**config.mk**
```make
export PLATFORM = sky130hd
export DESIGN_NAME = collision_engine
export DESIGN_NICKNAME = d
export VERILOG_FILES = /design/src/rtl/collision_pkg.sv /design/src/rtl/collision_dist_sq.sv /design/src/rtl/collision_engine.sv
export SDC_FILE = /design/constraint.sdc
export NUM_CORES = 2
export LEC_CHECK = 0
export CAP_MARGIN = 20
export CORE_MARGIN = 3
export CORE_UTILIZATION = 45
export DETAILED_ROUTE_END_ITERATION = 10
export PLACE_DENSITY = 0.67
export SLEW_MARGIN = 40
export SYNTH_ARGS = -nofsm -noshare
export SYNTH_HDL_FRONTEND = slang
export SYNTH_SLANG_ARGS = --single-unit
```
**constraint.sdc**
```tcl
create_clock -name clk_in -period 11.7 [get_ports clk_in]
set_input_delay 2.34 -clock clk_in [delete_from_list [all_inputs] [get_ports clk_in]]
set_output_delay 2.34 -clock clk_in [all_outputs]
set_load 0.05 [all_outputs]
```
**src/rtl/collision_pkg.sv**
```systemverilog
// Shared types and elaboration helpers for the collision engine.
package collision_pkg;

    typedef enum logic [1:0] {
        ST_IDLE,
        ST_BALL,
        ST_PIN,
        ST_DRAIN
    } state_e;

    // Squared-distance width: one extra bit for the signed difference,
    // doubled for the square, plus one carry bit for the sum of two squares.
    function automatic int dist_w(input int xw, input int yw);
        return 2 * (((xw > yw) ? xw : yw) + 1) + 1;
    endfunction

    function automatic int pair_count(input int n);
        return (n * (n - 1)) / 2;
    endfunction

    function automatic int idx_w(input int n);
        return (n > 1) ? $clog2(n) : 1;
    endfunction

    // Clamp a signed value into the range of a width-bit two's-complement number.
    function automatic logic signed [31:0] saturate(input logic signed [31:0] value, input int width);
        logic signed [31:0] hi;
        logic signed [31:0] lo;
        hi = (32'sd1 <<< (width - 1)) - 32'sd1;
        lo = -(32'sd1 <<< (width - 1));
        if (value > hi) return hi;
        if (value < lo) return lo;
        return value;
    endfunction

endpackage

```
**src/rtl/collision_dist_sq.sv**
```systemverilog
// Pipeline stage 1: signed coordinate differences squared and summed, registered.
module collision_dist_sq #(
    parameter int CW     = 11,
    parameter int DIST_W = 25
) (
    input  logic              clk_i,
    input  logic              rst_n_i,
    input  logic              valid_i,
    input  logic [CW-1:0]     ax_i,
    input  logic [CW-1:0]     ay_i,
    input  logic [CW-1:0]     bx_i,
    input  logic [CW-1:0]     by_i,
    output logic              valid_o,
    output logic [DIST_W-1:0] dsq_o
);

    logic signed [CW:0]       dx;
    logic signed [CW:0]       dy;
    logic signed [DIST_W-1:0] dxWide;
    logic signed [DIST_W-1:0] dyWide;
    logic signed [DIST_W-1:0] sumSq;
    logic                     valid_q;
    logic [DIST_W-1:0]        dsq_q;

    // Differences are sign-extended to the full distance width before squaring so nothing is truncated.
    always_comb begin
        dx     = $signed({1'b0, ax_i}) - $signed({1'b0, bx_i});
        dy     = $signed({1'b0, ay_i}) - $signed({1'b0, by_i});
        dxWide = {{(DIST_W - CW - 1){dx[CW]}}, dx};
        dyWide = {{(DIST_W - CW - 1){dy[CW]}}, dy};
        sumSq  = dxWide * dxWide + dyWide * dyWide;
    end

    // Register the squared distance together with its valid flag.
    always_ff @(posedge clk_i or negedge rst_n_i) begin
        if (!rst_n_i) begin
            valid_q <= 1'b0;
            dsq_q   <= '0;
        end else begin
            valid_q <= valid_i;
            dsq_q   <= $unsigned(sumSq);
        end
    end

    assign valid_o = valid_q;
    assign dsq_o   = dsq_q;

endmodule

```
**src/rtl/collision_engine.sv**
```systemverilog
// Time-multiplexed ball/pin and pin/pin collision resolver. One pair per cycle
// flows through a two-stage squared-distance pipeline; velocity updates chain
// so later pairs see the results of earlier ones.
module collision_engine
    import collision_pkg::*;
#(
    parameter int NUM_PINS      = 10,
    parameter int X_W           = 11,
    parameter int Y_W           = 10,
    parameter int VEL_W         = 16,
    parameter int BALL_RADIUS   = 166,
    parameter int PIN_RADIUS    = 90,
    parameter int BALL_MASS     = 3,
    parameter int PIN_MASS      = 1,
    parameter int SCREEN_WIDTH  = 1024,
    parameter int SCREEN_HEIGHT = 768
) (
    input  logic                      clk_in,
    input  logic                      rst_n_in,
    input  logic                      valid_in,
    output logic                      ready_out,
    input  logic                      pin_pin_en_in,
    input  logic [X_W-1:0]            ball_x_in,
    input  logic [Y_W-1:0]            ball_y_in,
    input  logic [VEL_W-1:0]          ball_vx_in,
    input  logic [VEL_W-1:0]          ball_vy_in,
    input  logic [NUM_PINS*X_W-1:0]   pins_x_in,
    input  logic [NUM_PINS*Y_W-1:0]   pins_y_in,
    input  logic [NUM_PINS*VEL_W-1:0] pins_vx_in,
    input  logic [NUM_PINS*VEL_W-1:0] pins_vy_in,
    output logic [NUM_PINS*VEL_W-1:0] pins_vx_out,
    output logic [NUM_PINS*VEL_W-1:0] pins_vy_out,
    output logic [NUM_PINS-1:0]       pins_hit_out,
    output logic                      done_out
);

    localparam int CW         = (X_W > Y_W) ? X_W : Y_W;
    localparam int DIST_W     = dist_w(X_W, Y_W);
    localparam int IW         = idx_w(NUM_PINS);
    localparam int VW         = VEL_W + 8;
    localparam int MASS_SHIFT = $clog2(BALL_MASS + PIN_MASS);

    localparam logic [DIST_W-1:0]     BP_LIMIT  = DIST_W'((BALL_RADIUS + PIN_RADIUS) * (BALL_RADIUS + PIN_RADIUS));
    localparam logic [DIST_W-1:0]     PP_LIMIT  = DIST_W'((2 * PIN_RADIUS) * (2 * PIN_RADIUS));
    localparam logic signed [VW-1:0]  BALL_COEF = VW'(2 * BALL_MASS);
    localparam logic signed [VW-1:0]  PIN_COEF  = VW'(BALL_MASS - PIN_MASS);
    localparam logic [IW-1:0]         LAST_IDX  = IW'(NUM_PINS - 1);
    localparam logic [IW-1:0]         PEN_IDX   = IW'(NUM_PINS - 2);
    localparam logic [IW-1:0]         ONE       = IW'(1);
    localparam logic [IW-1:0]         TWO       = IW'(2);

    // The shift-based divide needs a power-of-two mass sum; the saturator works on 32-bit values.
    if (((BALL_MASS + PIN_MASS) & (BALL_MASS + PIN_MASS - 1)) != 0) begin : g_mass_check
        $error("collision_engine: BALL_MASS + PIN_MASS must be a power of two");
    end
    if (NUM_PINS < 2 || VEL_W > 24) begin : g_size_check
        $error("collision_engine: NUM_PINS must be >= 2 and VEL_W <= 24");
    end

    state_e                  state_q;
    logic                    ready_q;
    logic                    done_q;
    logic                    pinPinEn_q;
    logic [IW-1:0]           idxA_q;
    logic [IW-1:0]           idxB_q;
    logic [X_W-1:0]          ballX_q;
    logic [Y_W-1:0]          ballY_q;
    logic signed [VEL_W-1:0] ballVx_q;
    logic signed [VEL_W-1:0] ballVy_q;
    logic [X_W-1:0]          pinX_q  [NUM_PINS];
    logic [Y_W-1:0]          pinY_q  [NUM_PINS];
    logic signed [VEL_W-1:0] vx_q    [NUM_PINS];
    logic signed [VEL_W-1:0] vy_q    [NUM_PINS];
    logic signed [VEL_W-1:0] vx_d    [NUM_PINS];
    logic signed [VEL_W-1:0] vy_d    [NUM_PINS];
    logic [NUM_PINS-1:0]     hit_q;
    logic [NUM_PINS-1:0]     hit_d;
    logic [NUM_PINS-1:0]     offPlay;
    logic                    s1Ball_q;
    logic                    s1Skip_q;
    logic                    s1Last_q;
    logic [IW-1:0]           s1A_q;
    logic [IW-1:0]           s1B_q;
    logic [NUM_PINS*VEL_W-1:0] vxOut_q;
    logic [NUM_PINS*VEL_W-1:0] vyOut_q;
    logic [NUM_PINS-1:0]       hitOut_q;

    logic                    accept;
    logic                    issueValid;
    logic                    issueBall;
    logic                    issueSkip;
    logic                    issueLast;
    logic [CW-1:0]           issueAx;
    logic [CW-1:0]           issueAy;
    logic [CW-1:0]           issueBx;
    logic [CW-1:0]           issueBy;
    logic                    s1Valid;
    logic [DIST_W-1:0]       s1Dsq;
    logic                    bpHit;
    logic                    ppHit;

    // Momentum exchange of the heavier ball onto one pin axis, floor-divided by the mass sum and clamped.
    function automatic logic signed [VEL_W-1:0] ballHitVel(input logic signed [VEL_W-1:0] vb,
                                                           input logic signed [VEL_W-1:0] vk);
        logic signed [VW-1:0] vbWide;
        logic signed [VW-1:0] vkWide;
        logic signed [VW-1:0] mix;
        logic signed [VW-1:0] shifted;
        logic signed [31:0]   clamped;
        vbWide  = {{8{vb[VEL_W-1]}}, vb};
        vkWide  = {{8{vk[VEL_W-1]}}, vk};
        mix     = BALL_COEF * vbWide - PIN_COEF * vkWide;
        shifted = mix >>> MASS_SHIFT;
        clamped = saturate({{(32 - VW){shifted[VW-1]}}, shifted}, VEL_W);
        return clamped[VEL_W-1:0];
    endfunction

    assign accept = valid_in && ready_q;

    // A pin that has left the screen takes no further part in any collision.
    always_comb begin
        for (int k = 0; k < NUM_PINS; k++) begin
            offPlay[k] = (int'(pinX_q[k]) >= SCREEN_WIDTH) || (int'(pinY_q[k]) >= SCREEN_HEIGHT);
        end
    end

    // Select the pair issued into stage 1 this cycle from the scan counters.
    always_comb begin
        issueValid = 1'b0;
        issueBall  = 1'b0;
        issueLast  = 1'b0;
        issueAx    = CW'(ballX_q);
        issueAy    = CW'(ballY_q);
        issueBx    = CW'(pinX_q[idxB_q]);
        issueBy    = CW'(pinY_q[idxB_q]);
        issueSkip  = offPlay[idxB_q];
        if (state_q == ST_BALL) begin
            issueValid = 1'b1;
            issueBall  = 1'b1;
            issueLast  = (idxB_q == LAST_IDX) && !pinPinEn_q;
        end else if (state_q == ST_PIN) begin
            issueValid = 1'b1;
            issueAx    = CW'(pinX_q[idxA_q]);
            issueAy    = CW'(pinY_q[idxA_q]);
            issueSkip  = offPlay[idxA_q] || offPlay[idxB_q];
            issueLast  = (idxA_q == PEN_IDX) && (idxB_q == LAST_IDX);
        end
    end

    collision_dist_sq #(
        .CW     (CW),
        .DIST_W (DIST_W)
    ) u_dist (
        .clk_i   (clk_in),
        .rst_n_i (rst_n_in),
        .valid_i (issueValid),
        .ax_i    (issueAx),
        .ay_i    (issueAy),
        .bx_i    (issueBx),
        .by_i    (issueBy),
        .valid_o (s1Valid),
        .dsq_o   (s1Dsq)
    );

    // Stage 2: compare against the contact radius and read-modify-write the working velocities.
    always_comb begin
        vx_d  = vx_q;
        vy_d  = vy_q;
        hit_d = hit_q;
        bpHit = s1Valid && s1Ball_q && !s1Skip_q && (s1Dsq <= BP_LIMIT);
        ppHit = s1Valid && !s1Ball_q && !s1Skip_q && (s1Dsq <= PP_LIMIT);
        if (accept) begin
            for (int k = 0; k < NUM_PINS; k++) begin
                vx_d[k] = pins_vx_in[k*VEL_W +: VEL_W];
                vy_d[k] = pins_vy_in[k*VEL_W +: VEL_W];
            end
            hit_d = '0;
        end else if (bpHit) begin
            vx_d[s1B_q]  = ballHitVel(ballVx_q, vx_q[s1B_q]);
            vy_d[s1B_q]  = ballHitVel(ballVy_q, vy_q[s1B_q]);
            hit_d[s1B_q] = 1'b1;
        end else if (ppHit) begin
            vx_d[s1A_q]  = vx_q[s1B_q];
            vx_d[s1B_q]  = vx_q[s1A_q];
            vy_d[s1A_q]  = vy_q[s1B_q];
            vy_d[s1B_q]  = vy_q[s1A_q];
            hit_d[s1A_q] = 1'b1;
            hit_d[s1B_q] = 1'b1;
        end
    end

    // Frame sequencer: snapshot, pair scan, pipeline drain, and the registered handshake/result outputs.
    always_ff @(posedge clk_in or negedge rst_n_in) begin
        if (!rst_n_in) begin
            state_q    <= ST_IDLE;
            ready_q    <= 1'b1;
            done_q     <= 1'b0;
            pinPinEn_q <= 1'b0;
            idxA_q     <= '0;
            idxB_q     <= '0;
            ballX_q    <= '0;
            ballY_q    <= '0;
            ballVx_q   <= '0;
            ballVy_q   <= '0;
            hit_q      <= '0;
            s1Ball_q   <= 1'b0;
            s1Skip_q   <= 1'b0;
            s1Last_q   <= 1'b0;
            s1A_q      <= '0;
            s1B_q      <= '0;
            vxOut_q    <= '0;
            vyOut_q    <= '0;
            hitOut_q   <= '0;
            for (int k = 0; k < NUM_PINS; k++) begin
                pinX_q[k] <= '0;
                pinY_q[k] <= '0;
                vx_q[k]   <= '0;
                vy_q[k]   <= '0;
            end
        end else begin
            done_q   <= 1'b0;
            vx_q     <= vx_d;
            vy_q     <= vy_d;
            hit_q    <= hit_d;
            s1Ball_q <= issueBall;
            s1Skip_q <= issueSkip;
            s1Last_q <= issueValid && issueLast;
            s1A_q    <= idxA_q;
            s1B_q    <= idxB_q;

            case (state_q)
                ST_IDLE: begin
                    if (valid_in) begin
                        state_q    <= ST_BALL;
                        ready_q    <= 1'b0;
                        pinPinEn_q <= pin_pin_en_in;
                        idxB_q     <= '0;
                        ballX_q    <= ball_x_in;
                        ballY_q    <= ball_y_in;
                        ballVx_q   <= ball_vx_in;
                        ballVy_q   <= ball_vy_in;
                        for (int k = 0; k < NUM_PINS; k++) begin
                            pinX_q[k] <= pins_x_in[k*X_W +: X_W];
                            pinY_q[k] <= pins_y_in[k*Y_W +: Y_W];
                        end
                    end
                end
                ST_BALL: begin
                    if (idxB_q == LAST_IDX) begin
                        if (pinPinEn_q) begin
                            state_q <= ST_PIN;
                            idxA_q  <= '0;
                            idxB_q  <= ONE;
                        end else begin
                            state_q <= ST_DRAIN;
                        end
                    end else begin
                        idxB_q <= idxB_q + ONE;
                    end
                end
                ST_PIN: begin
                    if ((idxA_q == PEN_IDX) && (idxB_q == LAST_IDX)) begin
                        state_q <= ST_DRAIN;
                    end else if (idxB_q == LAST_IDX) begin
                        idxA_q <= idxA_q + ONE;
                        idxB_q <= idxA_q + TWO;
                    end else begin
                        idxB_q <= idxB_q + ONE;
                    end
                end
                ST_DRAIN: begin
                    if (!s1Valid) begin
                        state_q <= ST_IDLE;
                        ready_q <= 1'b1;
                    end
                end
                default: begin
                    state_q <= ST_IDLE;
                    ready_q <= 1'b1;
                end
            endcase

            if (s1Valid && s1Last_q) begin
                done_q   <= 1'b1;
                hitOut_q <= hit_d;
                for (int k = 0; k < NUM_PINS; k++) begin
                    vxOut_q[k*VEL_W +: VEL_W] <= vx_d[k];
                    vyOut_q[k*VEL_W +: VEL_W] <= vy_d[k];
                end
            end
        end
    end

    assign ready_out    = ready_q;
    assign done_out     = done_q;
    assign pins_vx_out  = vxOut_q;
    assign pins_vy_out  = vyOut_q;
    assign pins_hit_out = hitOut_q;

endmodule

```
==> metrics.txt <==
Tcrit/Tclk final 0.929; number of flops mapped to enable cells by yosys 0; Synth Register Bits 973; clk slew on worst S/H paths 0.06 ns; Async SR Flop Fraction 1.00; die footprint 162000 µm²; GR Util All Layers 0.387; count leader, synth nor2_1; largest family of logic cells by synthesized area compound AO/OA/AOI/OAI gates; max frequency 0.0920 GHz; Fill cells 13781; status complete, no violations; worst path required time 12.35 ns; average size of a mapped cell 9.32 µm²; initial antenna violation count 34; complex-gate fraction of the synthesized area 0.216; first-pass GRT wire length 461000 µm; core area 155000 µm²; slowest stage delay, CP 0.76 ns; CTS tree done; crit-path most repeated cell fa_1; IO Count 919; layout cells sized above 1 0.133; syn_nets 8645; Post-CTS Setup Inserts 0; drt via density 6.54; post-DP HPWL 243000 µm; Worst Tran Pin Value 1.03 ns; Syn. warnings 0; Seq/Total Area, Yosys 0.345; # resized after CTS 0; final WL 323000 µm; slew margin rel. 0.313; Max-Cap Viols 0; drt drc 0; CTS H-tree depth 3; Die W 402 µm; area leader, netlist dfrtp_1; fin util 0.558; CTS Buf Count 110; CTS max path bufs 3; nets@finish 9297; Final Wtd Congestion 1.04; number of vias in the routed layout 67876; xor/xnor cell area share of the yosys netlist 0.0157; Critical Path Sink Type register; arrival time at the worst endpoint 11.52 ns; setup tns final 0 ns; clk_lat worst skew 0.79 ns; GRT Residual Overflow 0; Yosys top cell area share 0.345; placed insts 10155; Post-Synth Adder-Cell Area 0.110; Hold WS 0.479 ns; Post-Synth Simple-Gate Area 0.109; commonest register cell after synthesis dfrtp_1; CTS root buf clkbuf_16; startpoint types register; slowest CP cell dfrtp_4; fin crit period 10.87 ns; post-route clock skew 0.0660 ns; final setup fails 0; crit path max fanout 30; Synth Cell Area 70600 µm²; final slew viol count 0; FP Rows 144; dominant cells by area after synthesis dfrtp_1, mux4_2, fa_1; First-pass DRT Iterations 10; largest net degree at the start of global routing 187; vias in the first global route 65447; Multi-input gate area 43000 µm²; clk sinks 973; Mapped Cells 7576; Layout area overhead 22.6%; Sequential Area 24400 µm²; post-synthesis mux area share 0.151; die height 402 µm; most frequent cells after synthesis nor2_1, dfrtp_1, a21oi_1, nand2_1, clkbuf_1; Initial Util 0.456; Cell Count, Final, Fillers Out 10382; detailed-route wire length per cell 31.1 µm; count of cell types in the netlist 103; Hold-fix buffers, CTS 0; Routed Antenna Nets 0; RSZ-0062 raised after global routing false; Final Hold Viols 0; Port Buf Inserts 918; Setup CP Type register to register; DRT iter0 DRCs 9390; hold crit path type register to register
[cell usage in the layout (no fill, tap or decap), types with 69 or more instances in the layout]
cell type,Yosys,final
a211oi_1,255,255
a21oi_1,815,812
a221oi_1,69,69
a22oi_1,71,71
a31oi_1,84,84
buf_4,9,164
clkbuf_16,0,110
clkdlybuf4s50_1,0,914
dfrtp_1,972,959
fa_1,229,229
ha_1,253,253
inv_1,380,379
mux2_2,348,348
mux2i_1,191,191
mux4_2,212,212
nand2_1,555,547
nor2_1,980,956
nor3_1,92,85
o21ai_0,430,426
o31ai_1,175,175
xnor2_1,88,87
[cells by family (layout without fill, tap and decap cells)]
kind of cell / after synthesis / after routing
simple gates: 1859 / 1859
flops: 973 / 973
fa+ha+maj: 482 / 482
buf+inv: 964 / 1707
compound gates: 2416 / 2416
mux: 757 / 757
other cells: 0 / 19
xor+xnor: 125 / 125
[per-layer routing]
layer | vias up | track usage | routed length [µm]
li1 | 28748 | - | -
met4 | 14 | 0.229 | 23700
met5 | - | 0 | 93
met2 | 4720 | 0.577 | 139000
met1 | 33321 | 0.487 | 118000
met3 | 1073 | 0.133 | 42400
[area by class of cell]
type,instances,share of cell area
Multi-Input combinational cell,5639,0.497
Sequential cell,973,0.282
Timing Repair Buffer,1119,0.128
Clock buffer,143,0.0352
Tap cell,2044,0.0296
Inverter,385,0.0168
Clock inverter,60,0.0115
Antenna cell,19,0.000549
[sequential cells by signal, summed over array words and instances, names as in the netlist, 11 cells and up]
register	count
vy_q	160
ballVy_q	16
ballVx_q	16
pins_vy_out	160
vx_q	160
pinX_q	110
u_dist.dsq_o	25
pins_vx_out	160
pinY_q	100
ballX_q	11
[metrics by stage]
stage | area, µm² | setup WS, ns
after floorplan | 70600 | 1.60
after global placement | 81900 | 1.39
after detailed placement | 82300 | 1.05
after CTS | 86300 | 0.990
after global routing | 86500 | 0.106
final | 86500 | 0.825
[worst paths after layout]
check	from	end	slack (ns)	cells past startpoint
setup / recovery	idxA_q[0]	u_dist.dsq_o[23]	0.83	35
hold / removal	pins_vy_out[66]	pins_vy_out[66]	0.48	2
min in group asynchronous	rst_n_in	pins_vy_out[48]	1.46	1
setup reg to reg	idxA_q[0]	u_dist.dsq_o[23]	0.83	35
max in group asynchronous	rst_n_in	pinY_q[65]	7.95	5
hold reg to reg	pins_vy_out[66]	pins_vy_out[66]	0.48	2
[worst max-delay path: cells and delay by family (launching register included)]
family | cells | cell delay (ns)
adders and majority gates | 9 | 3.79
AOI/OAI and AO/OA | 16 | 3.61
and+or+nand+nor | 4 | 0.98
buffers and inverters | 4 | 0.87
DFF | 1 | 0.76
muxes | 2 | 0.71
Power is left out: the tool's default activity adds up to more than one toggle a clock period on the data nets, which glitch-free logic cannot reach.
